--- src/rtl/pwm_peripheral.sv ---
// Shared-counter 16-output PWM stage. Duty is shadowed at each period wrap,
// while the enable selects take effect on the next clock.
module pwm_peripheral #(
  parameter int CLK_DIV = 3000,
  parameter int PS_W    = 12
) (
  input  logic        clk_i,
  input  logic        rst_i,
  input  logic [7:0]  en_reg_out_7_0_i,
  input  logic [7:0]  en_reg_out_15_8_i,
  input  logic [7:0]  en_reg_pwm_7_0_i,
  input  logic [7:0]  en_reg_pwm_15_8_i,
  input  logic [7:0]  pwm_duty_cycle_i,
  output logic [15:0] out_o,
  output logic        period_start_o,
  output logic [7:0]  duty_active_o
);
  localparam int NUM_LANES = 16;
  localparam logic [PS_W-1:0] PS_MAX = PS_W'(CLK_DIV - 1);

  logic [PS_W-1:0]      ps_q, ps_d;
  logic [7:0]           cnt_q, cnt_d;
  logic [7:0]           duty_q, duty_d;
  logic                 pstart_q;
  logic [NUM_LANES-1:0] out_q, out_d;
  logic [NUM_LANES-1:0] en_out, en_pwm;
  logic                 tick, wrap, pwm_raw;

  assign en_out = {en_reg_out_15_8_i, en_reg_out_7_0_i};
  assign en_pwm = {en_reg_pwm_15_8_i, en_reg_pwm_7_0_i};

  always_comb begin
    tick    = (ps_q == PS_MAX);
    wrap    = tick && (cnt_q == 8'hFF);
    ps_d    = tick ? '0 : ps_q + PS_W'(1);
    cnt_d   = tick ? cnt_q + 8'd1 : cnt_q;
    duty_d  = wrap ? pwm_duty_cycle_i : duty_q;
    // 0xFF maps to full-on rather than 255/256 so 100% is reachable.
    pwm_raw = (duty_q == 8'hFF) || (cnt_q < duty_q);
  end

  for (genvar i = 0; i < NUM_LANES; i++) begin : g_lane
    assign out_d[i] = en_out[i] & (en_pwm[i] ? pwm_raw : 1'b1);
  end

  always_ff @(posedge clk_i) begin
    if (rst_i) begin
      ps_q     <= '0;
      cnt_q    <= '0;
      duty_q   <= '0;
      pstart_q <= 1'b0;
      out_q    <= '0;
    end else begin
      ps_q     <= ps_d;
      cnt_q    <= cnt_d;
      duty_q   <= duty_d;
      pstart_q <= wrap;
      out_q    <= out_d;
    end
  end

  assign out_o          = out_q;
  assign period_start_o = pstart_q;
  assign duty_active_o  = duty_q;
endmodule

--- config.mk ---
export PLATFORM = sky130hd
export DESIGN_NAME = pwm_peripheral
export DESIGN_NICKNAME = d
export VERILOG_FILES = /design/src/rtl/pwm_peripheral.sv
export SDC_FILE = /design/constraint.sdc
export NUM_CORES = 1
export LEC_CHECK = 0
export ABC_AREA = 1
export CAP_MARGIN = 20
export CORE_AREA = 2 2 76 78
export CTS_CLUSTER_SIZE = 16
export DETAILED_ROUTE_END_ITERATION = 16
export DIE_AREA = 0 0 78 80
export GPL_TIMING_DRIVEN = 0
export PLACE_DENSITY = 0.74
export SLEW_MARGIN = 30
export SYNTH_ARGS = -nofsm -noshare
export SYNTH_HDL_FRONTEND = slang
export SYNTH_SLANG_ARGS = --single-unit
export TNS_END_PERCENT = 100
--- constraint.sdc ---
create_clock -name clk_i -period 3.2 [get_ports clk_i]
set_input_delay 0.64 -clock clk_i [delete_from_list [all_inputs] [get_ports clk_i]]
set_output_delay 0.64 -clock clk_i [all_outputs]
set_load 0.02 [all_outputs]
==> results summary, run 1 <==
The worst max-slew margin expressed relative to the limit is between 70% and 80%. The total clock buffers created by CTS came out at 5. The most frequent standard cell in the layout excluding fill and tap cells is sky130_fd_sc_hd__inv_1. The global-route wire length before repair is approximately 8700 µm. By area the synthesized netlist is led by sky130_fd_sc_hd__dfxtp_1 39%, sky130_fd_sc_hd__inv_1 13%, sky130_fd_sc_hd__nand2_1 11%.

After synthesis, the netlist uses 31 different library cells. The height of the chip is 80 µm. The worst setup path is launched from a register. The worst-case setup margin in the final layout came out at ~1.3 ns. The total overflow left after global routing is 0. Fill cells in the final layout number 522. Derived from the worst setup path, the maximum achievable clock frequency is approximately 0.52 GHz.

The biggest fanout along the worst timing path came out at 3. The number of cells produced by synthesis is approximately 340. In the layout the commonest cells are 78 x sky130_fd_sc_hd__inv_1, 69 x sky130_fd_sc_hd__nand2_1, 66 x sky130_fd_sc_hd__clkdlybuf4s50_1, 45 x sky130_fd_sc_hd__dfxtp_1, 42 x sky130_fd_sc_hd__nor2_1. In this run the number of H-tree levels came out at 2. The portion of synthesized cell area occupied by the leading cell type came out at a little under 40%.

The aggregate global-route resource usage is ~17%. Clock latency on the worst-skew pair, taken at its later pin, is approximately 0.30 ns. Averaged over all synthesized cells, the footprint is 6.81 µm². Sequential cells were found to cover between 30% and 40% of the synthesized design area.

The die area is approximately 6200 µm². The largest voltage drop on the vdd net came out at 0.211 mV. The sum of routed wire length over all layers came out at slightly above 5000 µm.

The Yosys step of the flow raised 0 warnings. The critical path arrival came out at about 1.3 ns. The area inside the core boundary is between 5000 and 6000 µm². The clock input transition at the sequential cells of the worst setup and hold paths came out at 0.08 ns. The number of gates resized after CTS was 0. The cell leakage power came out at 1.54 nW.

After detailed routing, the average wire length per cell comes to around 11 µm. In this design, the largest share of critical-path delay is due to buffers and inverters. After the last flow step, the layout net total stands at approximately 470. The post-synthesis instance area is roughly 2300 µm².

The diode insertion count for antenna repair came out at 0. At the end of routability-driven placement, the weighted congestion stood at slightly below 0.8. The pin count of the biggest net entering global routing came out at 13.

The biggest area consumer among synthesized cells is sky130_fd_sc_hd__dfxtp_1. The detailed-routing iteration count for the pre-antenna-repair pass came out at 4. The critical path goes through clkdlybuf4s50_1. The synthesis-to-layout area growth is 35.8%. Setup repair after global routing left no endpoint under its margin.

The synthesis-stage register bit count came out at between 40 and 50. The width of the die is between 70 and 80 µm. The I/O pin count is between 60 and 70. The maximum count of clock buffers along a single path is 2. The required time of the worst setup path is between 2 and 3 ns. The kind of capture point of the worst setup path is an output port. The total vias in the final route is ~2,200. The final period demand of the worst path came out at between 1.5 and 2 ns. The run finished with clean final reports. The number of buffers inserted for hold repair after clock tree synthesis came out at 0. After floorplanning, the core was divided into 27 placement rows.

The layout cell share with drive strength beyond 1 is under 10%. The clock net in this run drives a total of 45 sinks. Summing all flip-flop and latch instances after layout gives between 900 and 1000 µm². The max-slew violation count came out at 0. The number of setup buffers added after CTS is 0. Clock tree synthesis selected as its root buffer the cell sky130_fd_sc_hd__clkbuf_8. The clock tree from TritonCTS is yes. After the first detailed-routing iteration, the DRC count stood at between 60 and 70. The reported max-cap violation count is 0.

Input and output buffers added on the ports amount to 66. The clock skew after layout is 0.00531 ns. The final-report hold violation count came out at 0. The number of global-route vias before repair was between 2,000 and 2,500. The share of the clock period used by the worst path came out at about three fifths. The initial antenna violation count came to 0. The post-detailed-route DRC marker count is 0. In this run the worst hold path is classified as reg2reg. The critical path in this run is classified as reg2out. The buffer and inverter count on the worst path came out at 1. The detail route stage leaves a number of antenna-violating nets equal to 0. Detailed placement ended at an HPWL of about 4000 µm. At the placement stage, the worst setup path has a slack of 0.965 ns. Among all stages on the critical path, the largest delay is contributed by sky130_fd_sc_hd__clkdlybuf4s50_1.

The number of nets in the synthesized netlist came out at about 400. On the worst path, the slowest cell contributes a delay of a little over 0.6 ns. The detail-routed via count per cell came out at 4.53. The setup-violating endpoint count in the final report came out at 0.

The area of the multi-input gates is between 1000 and 1500 µm². The final sum of negative setup slack came out at 0 ns. Once the floorplan was initialized, standard cells occupied around 43% of the core. The transition time at the pin with the least slew margin came out at about 0.41 ns.

The total power per unit cell area came out at approximately 330 nW/µm².
## worst paths after layout
check	from	endpoint	slack (ns)	depth (start not counted)
max	duty_active_o[0]	duty_active_o[0]	1.26	1
min	ps_q[0]	ps_q[0]	0.45	1
max reg2reg	duty_active_o[5]	out_o[6]	1.51	10
min reg2reg	ps_q[0]	ps_q[0]	0.45	1
## cells by family (layout without fill, tap and decap cells)
family,count (synthesis),in the layout,synth area share (%)
flops,45,45,38.6
compound gates,20,20,4.55
fa+ha+maj,9,9,4.82
xor+xnor,4,4,1.50
buf+inv,89,162,15.0
simple gates,176,176,35.6
## layer usage
metal	routed length [µm]	part of all wire [%]	up-vias	GRT usage (%)
met5	0	0	-	0
met4	93	1.8	0	7.02
li1	-	-	1182	-
met1	2300	45	978	20.1
met3	226	4.4	10	4.07
met2	2540	49	43	31.2
## through the flow
stage | power [mW] | utilization, % | area [µm²] | std cells | hold slack (ns)
3_5_place_dp | 0.710 | 57.1 | 3090 | 481 | 0.436
5_1_grt | 1.11 | 58.7 | 3170 | 488 | 0.488
2_1_floorplan | 0.637 | - | 2340 | 343 | 0.417
6_report | 1.05 | 58.7 | 3170 | 488 | 0.446
3_3_place_gp | 0.708 | 57.1 | 3090 | 481 | 0.429
4_1_cts | 1.07 | 58.7 | 3170 | 488 | 0.453
## flip-flops by register name (all words and copies together), names as in the netlist
| register | count |
|---|---|
| cnt_q | 8 |
| duty_active_o | 8 |
| period_start_o | 1 |
| ps_q | 12 |
| out_o | 16 |
## Yosys cell counts
library cell / instances
sky130_fd_sc_hd__inv_1: 78
sky130_fd_sc_hd__nand2_1: 69
sky130_fd_sc_hd__dfxtp_1: 45
sky130_fd_sc_hd__nor2_1: 42
sky130_fd_sc_hd__nand3_1: 33
sky130_fd_sc_hd__a21oi_1: 11
sky130_fd_sc_hd__nor3_1: 11
sky130_fd_sc_hd__ha_1: 9
sky130_fd_sc_hd__o21ai_0: 7
sky130_fd_sc_hd__inv_2: 4
sky130_fd_sc_hd__nand2_2: 3
sky130_fd_sc_hd__nand4_1: 3
sky130_fd_sc_hd__nor3_4: 3
sky130_fd_sc_hd__xor2_1: 3
sky130_fd_sc_hd__buf_4: 2
sky130_fd_sc_hd__clkbuf_1: 2
sky130_fd_sc_hd__nor2_4: 2
sky130_fd_sc_hd__nor3_2: 2
sky130_fd_sc_hd__or2_2: 2
sky130_fd_sc_hd__a21oi_2: 1
sky130_fd_sc_hd__and3_1: 1
sky130_fd_sc_hd__buf_2: 1
sky130_fd_sc_hd__buf_6: 1
sky130_fd_sc_hd__clkinv_1: 1
sky130_fd_sc_hd__nand3_2: 1
sky130_fd_sc_hd__nand3_4: 1
sky130_fd_sc_hd__nor2_2: 1
sky130_fd_sc_hd__nor4_1: 1
sky130_fd_sc_hd__o21bai_1: 1
sky130_fd_sc_hd__or2_0: 1
sky130_fd_sc_hd__xnor2_1: 1
## layout make-up
type | instances | area share, %
timing repair buffer | 66 | 20.8
multi-input combinational | 209 | 34.2
buffer | 6 | 1.22
clock buffer | 7 | 2.72
sequential | 45 | 28.4
inverter | 83 | 9.82
tap | 72 | 2.84
## power breakdown
| part | total (mW) | switching [mW] | internal (mW) | leakage [nW] |
|---|---|---|---|---|
| clock network | 0.358 | 0.187 | 0.172 | 0.0443 |
| registers | 0.575 | 0.00439 | 0.571 | 0.366 |
| logic | 0.120 | 0.0467 | 0.0735 | 1.13 |
| total | 1.05 | 0.238 | 0.816 | 1.54 |
(Power assumes the default switching activity.)
==> inputs of run 2 (changes only) <==
Clock period 3.2 ns to 1.8 ns, I/O delays scaled along.
==> results summary, run 2 (synthesized netlist as in run 1, its figures left out) <==
The clock input transition at the sequential cells of the worst setup and hold paths came out at roughly 0.08 ns. The total power per unit cell area is 587 nW/µm². After detailed routing, the number of vias per cell comes to about 4.5. After legalization and detailed placement, the total HPWL measured between 3000 and 4000 µm. The total clock buffers created by CTS is 5. The H-tree generated during clock tree synthesis spans 2 levels. The pin count of the biggest net entering global routing is 13. TritonCTS built the clock tree. The setup-violating endpoint count in the final report is 0.

The design area is 3190 µm². The clock skew after layout is 0.00508 ns. The I/O pin count is 67. For this block, the initial DRC count from the detailed router was 70.

The required time of the worst setup path came out at around 1.4 ns. The flow ran to the end, and the final reports show no timing, DRC or antenna violations. At the pin with the least slew margin, the transition time is 0.414 ns.

The synthesis-to-layout area growth is 36.6%. The worst setup path is captured at an output port. The fmax came out at slightly above 0.6 GHz. The biggest fanout along the worst timing path is 3. The final-report hold violation count is 0. The clock sink count came out at 45. Prior to clock tree synthesis, the placed netlist has a worst setup slack of -0.155 ns. The quantity of I/O buffers inserted on ports came out at between 60 and 70. In this run the cell area measured after placement is between 3000 and 4000 µm².

The worst pin sits at a relative slew slack of 72.2%. The class of the most critical hold timing path is reg2reg. The critical path arrival came out at 1.30 ns. The cell leakage power is approximately 1.6 nW. The worst setup path is of the reg2out kind.

The total vias in the final route is approximately 2,200. The pre-antenna-repair detailed-routing pass consisted of 4 iterations. In the global route stage, overall resource usage came out at 17.4%.

For the worst-skew pair, the clock arrives at the later sink with an insertion delay of 0.30 ns. The largest voltage drop on the vdd net came out at 0.374 mV. For this design, the slowest cell found on the critical path is sky130_fd_sc_hd__clkdlybuf4s50_1. The reported max-cap violation count came out at 0.

The row count came out at 27. The worst setup path is launched from a register. The worst-case setup margin in the final layout came out at roughly 0.14 ns. The utilization of the core after routing is 59.0%. For this run, design rule violations remaining after detail routing come to 0. The number of buffers and inverters on the critical path is 1.

The maximum count of clock buffers along a single path came out at 2. The tree is rooted in a sky130_fd_sc_hd__clkbuf_8. In this design, the largest share of critical-path delay is due to buffers and inverters. The sum of routed wire length over all layers came out at just over 5000 µm. The height of the chip is 80 µm. The share of the clock period used by the worst path is 92.0%. The diode insertion count for antenna repair came out at 0. The total congestion overflow after global routing came out at 0. Dividing the detail-routed wire length by the instance count gives ~11 µm. The post-route netlist has around 7.9% of its cells at a drive strength greater than 1. The number of global-route vias before repair came out at approximately 2,100. The core region is 5410 µm². The count of antenna-violating nets left after detailed routing came out at 0. The effective utilization at floorplan is between 40% and 50%.

The filler cells instantiated in the layout total 520. The total power is 1.87 mW. The initial antenna violation count came out at 0. The placer congestion estimate is a little under 0.8. The max-slew violation count is 0. The flip-flop count of the largest register after layout came out at 16.

The top cell types in the final layout, fill and taps aside, are 78 x sky130_fd_sc_hd__inv_1, 68 x sky130_fd_sc_hd__nand2_1, 66 x sky130_fd_sc_hd__clkdlybuf4s50_1, 45 x sky130_fd_sc_hd__dfxtp_1, 42 x sky130_fd_sc_hd__nor2_1. The critical path goes through clkdlybuf4s50_1. The routed design could run at a clock period as short as approximately 1.7 ns.

The hold slack came out at 0.446 ns. The die area is approximately 6200 µm². The global-route wire length before repair is slightly below 9000 µm. For this run, the slowest stage of the critical path takes around 0.62 ns. The width of the die is 78 µm. Setup repair after global routing left no endpoint under its margin. Leaving out fill and tap cells, the most frequent cell in the layout is sky130_fd_sc_hd__inv_1. The final layout contains about 470 nets.
## run 2: per-layer routing
layer / global-route usage [%] / share of wire, %
met1: 20.1 / 45
met2: 31.2 / 49
met3: 4.07 / 4.4
met4: 7.02 / 1.8
met5: 0 / 0
## run 2: report_power, final
part           total, mW  internal (mW)  switching (mW)  leakage [nW]
logic              0.214          0.131          0.0830          1.14
clock network      0.636          0.305           0.331        0.0443
registers           1.02           1.01         0.00783         0.366
## run 2: metrics by stage
step / std cells / setup TNS (ns)
6_report: 490 / 0
3_5_place_dp: 481 / -1.17
5_1_grt: 490 / 0
4_1_cts: 488 / 0
2_1_floorplan: 343 / 0
3_3_place_gp: 481 / -1.21
## run 2: final cells by class
| class | instances | area (µm²) | share of cell area [%] |
|---|---|---|---|
| flip-flops and latches | 45 | 901 | 28.2 |
| clock buffers | 7 | 86.3 | 2.71 |
| inverters | 83 | 312 | 9.76 |
| multi-input cells | 209 | 1090 | 34.1 |
| repair buffers | 68 | 676 | 21.2 |
| well taps | 72 | 90.1 | 2.82 |
| plain buffers | 6 | 38.8 | 1.22 |
## run 2: final timing paths
| check | endpoint | slack [ns] | from | depth (start not counted) |
|---|---|---|---|---|
| worst min-delay path | ps_q[0] | 0.45 | ps_q[0] | 1 |
| worst max-delay path | duty_active_o[0] | 0.14 | duty_active_o[0] | 1 |
| worst max register to register | out_o[6] | 0.19 | duty_active_o[1] | 7 |
| worst min register to register | ps_q[0] | 0.45 | ps_q[0] | 1 |
## run 2: what timing repair did
action	4_1_cts	5_1_grt
hold buffers	0	0
setup buffers	0	2
gates resized for setup	0	1
setup endpoints to repair	0	10
endpoints found under the hold margin	0	0
==> inputs of run 3 (changes only) <==
Settings changed: CORE_AREA 2 2 76 78 to 2 2 74 76, DIE_AREA 0 0 78 80 to 0 0 76 78, PLACE_DENSITY 0.74 to 0.75.
==> results summary, run 3 (synthesized netlist as in run 1, its figures left out) <==
The flow ran to the end, and the final reports show no timing, DRC or antenna violations. The pin count of the biggest net entering global routing is 15. The post-detailed-route DRC marker count is 0. The synthesis-to-layout area growth is 39.4%.

The area of the multi-input gates came out at roughly 1100 µm². The clock tree synthesis step divided the H-tree into 2 levels. The startpoint identified for the worst register-to-register timing path is ps_q[0]. The routed layout has between 2,000 and 2,500 vias.

The clock tree from TritonCTS is yes. The total congestion overflow after global routing came out at 0. The required time of the worst setup path came out at 1.44 ns. Derived from the worst setup path, the maximum achievable clock frequency is around 0.60 GHz. The register cell area after layout came out at between 900 and 1000 µm².

The setup-violating endpoint count in the final report came out at 0. The effective utilization at floorplan came out at 46.3%. The reported max-cap violation count is 0.

The transition time at the pin with the least slew margin is between 0.4 and 0.5 ns. The delay of the slowest cell on the worst path came out at approximately 0.63 ns. After detailed routing, the average wire length per cell comes to around 11 µm. The width of the die came out at 76 µm. The net count of the finished layout is between 400 and 500. The number of buffers inserted for hold repair after clock tree synthesis is 0. The cell leakage power came out at 1.59 nW. Counting every sink on the clock net gives between 40 and 50. IR analysis of the VDD net gives a maximum drop of slightly below 0.4 mV.

Walking the worst path, the cells encountered are clkdlybuf4s50_1. The clock reaches the later pin of the worst-skew pair after roughly 0.30 ns. The class of the most critical hold timing path is reg2reg.

The placer congestion estimate came out at between 0.7 and 0.8. The total area inside the core boundary comes to slightly above 5000 µm². Port buffering added 66 buffers.

The critical path arrival is ~1.3 ns. The worst-case reg-to-reg path depth is 7. For this block, the initial DRC count from the detailed router was 80. Across every metal layer, demand over resource in global routing totals 19.0%. STA classifies the critical path endpoint as an output port. The die area came out at 5930 µm². The count of antenna-violating nets left after detailed routing came out at 0. The final sum of negative setup slack is 0 ns. In the layout the commonest cells are 78 x sky130_fd_sc_hd__inv_1, 68 x sky130_fd_sc_hd__nand2_1, 66 x sky130_fd_sc_hd__clkdlybuf4s50_1, 45 x sky130_fd_sc_hd__dfxtp_1, 42 x sky130_fd_sc_hd__nor2_1. The worst path meets setup with between 0.1 and 0.15 ns of slack. The worst max-slew margin expressed relative to the limit came out at about two thirds. The max-slew violation count came out at 0. The layout cell share with drive strength beyond 1 is under 10%. In this run the most critical hold path is launched from ps_q[0]. The final period demand of the worst path came out at ~1.7 ns.

The number of filler instances in the final layout is between 400 and 500. The number of antenna diodes in the final layout is 0. The row count came out at 26. The initial antenna violation count is 0.

Setup repair after global routing could not meet its margin everywhere. In this run the number of cells on the critical path is 1. The hold slack is approximately 0.45 ns. The die is slightly below 80 µm tall. Among cell families on the critical path, the largest total delay comes from buffers and inverters. The total power per unit cell area came out at ~650 nW/µm².

After layout, the design draws a total of roughly 2.1 mW. The final-report hold violation count came to 0. The source of the critical timing path is duty_active_o[0]. Dividing the detail-routed via count by the number of cells gives 4.55. The first global-routing pass estimated 9260 µm of wire. Along the worst hold path, the cell count comes to 1. Before antenna repair, the detailed router went through 4 iterations.

The total clock buffers created by CTS came out at 5. Before CTS, the worst setup slack after placement is -0.188 ns. The largest individual stage delay along the critical path comes from the cell sky130_fd_sc_hd__clkdlybuf4s50_1. The sort of element at the start of the critical path is a register. The clock skew after layout is approximately 0.0076 ns. The most frequent standard cell in the layout excluding fill and tap cells is sky130_fd_sc_hd__inv_1. The biggest fanout along the worst timing path is 3. Dividing the final minimum period by the clock period gives slightly above 90%.

The maximum count of clock buffers along a single path is 2. The number of global-route vias before repair came out at roughly 2,100. The sum of routed wire length over all layers is between 5000 and 6000 µm. The worst setup path category is reg2out. After clock tree synthesis, the clock-pin slew on the worst setup and hold paths is roughly 0.080 ns. The flip-flop count of the largest register after layout is 16.

Together, buffers and inverters on the worst path number 1. The half-perimeter wire length after placement came out at 4110 µm. The clock root buffer master is sky130_fd_sc_hd__clkbuf_8.

The I/O pin count is between 60 and 70.
[run 3: cell count changes in the layout (fill, tap and decap cells not counted), sizes merged]
cell and change:
clkbuf -2, nor2 +1, bufinv +2, buf +1, clkinv +1
[run 3: power by group]
group          internal [mW]  leakage (nW)  switching, mW
clock                  0.551        0.0681          0.341
combinational          0.131          1.15         0.0841
sequential              1.01         0.366        0.00831
total                   1.70          1.59          0.434
[run 3: stage by stage]
stage | utilization (%) | instance area [µm²] | std cells
2_1_floorplan | - | 2340 | 343
3_3_place_gp | 61.2 | 3080 | 479
3_5_place_dp | 61.2 | 3080 | 479
4_1_cts | 63.8 | 3220 | 487
5_1_grt | 64.6 | 3260 | 491
6_report | 64.6 | 3260 | 491
[run 3: what timing repair did]
action | CTS | global route
setup endpoints to repair | 0 | 11
endpoints found under the hold margin | 0 | 0
setup buffers | 0 | 3
resized for setup | 0 | 4
[run 3: layout make-up]
| type | count | area share (%) |
|---|---|---|
| repair buffers | 69 | 21.0 |
| flip-flops and latches | 45 | 27.7 |
| well taps | 70 | 2.69 |
| clock buffers | 5 | 2.11 |
| clock inverters | 3 | 2.00 |
| plain buffers | 6 | 1.23 |
| inverters | 83 | 9.57 |
| multi-input cells | 210 | 33.7 |
[run 3: path summary, 6_finish.rpt]
check	slack, ns	endpoint
max reg2reg	0.19	ps_q[11]
min reg2reg	0.45	ps_q[0]
max	0.13	duty_active_o[0]
min	0.45	ps_q[0]
[run 3: per-layer routing]
metal / wire (µm) / part of all wire (%) / vias to the layer above / global-route usage, %
met5: 0 / 0 / - / 0
met4: 73 / 1.3 / 0 / 5.45
met3: 250 / 4.6 / 7 / 4.19
met2: 2720 / 50 / 51 / 35.2
met1: 2400 / 44 / 983 / 21.9
li1: - / - / 1192 / -
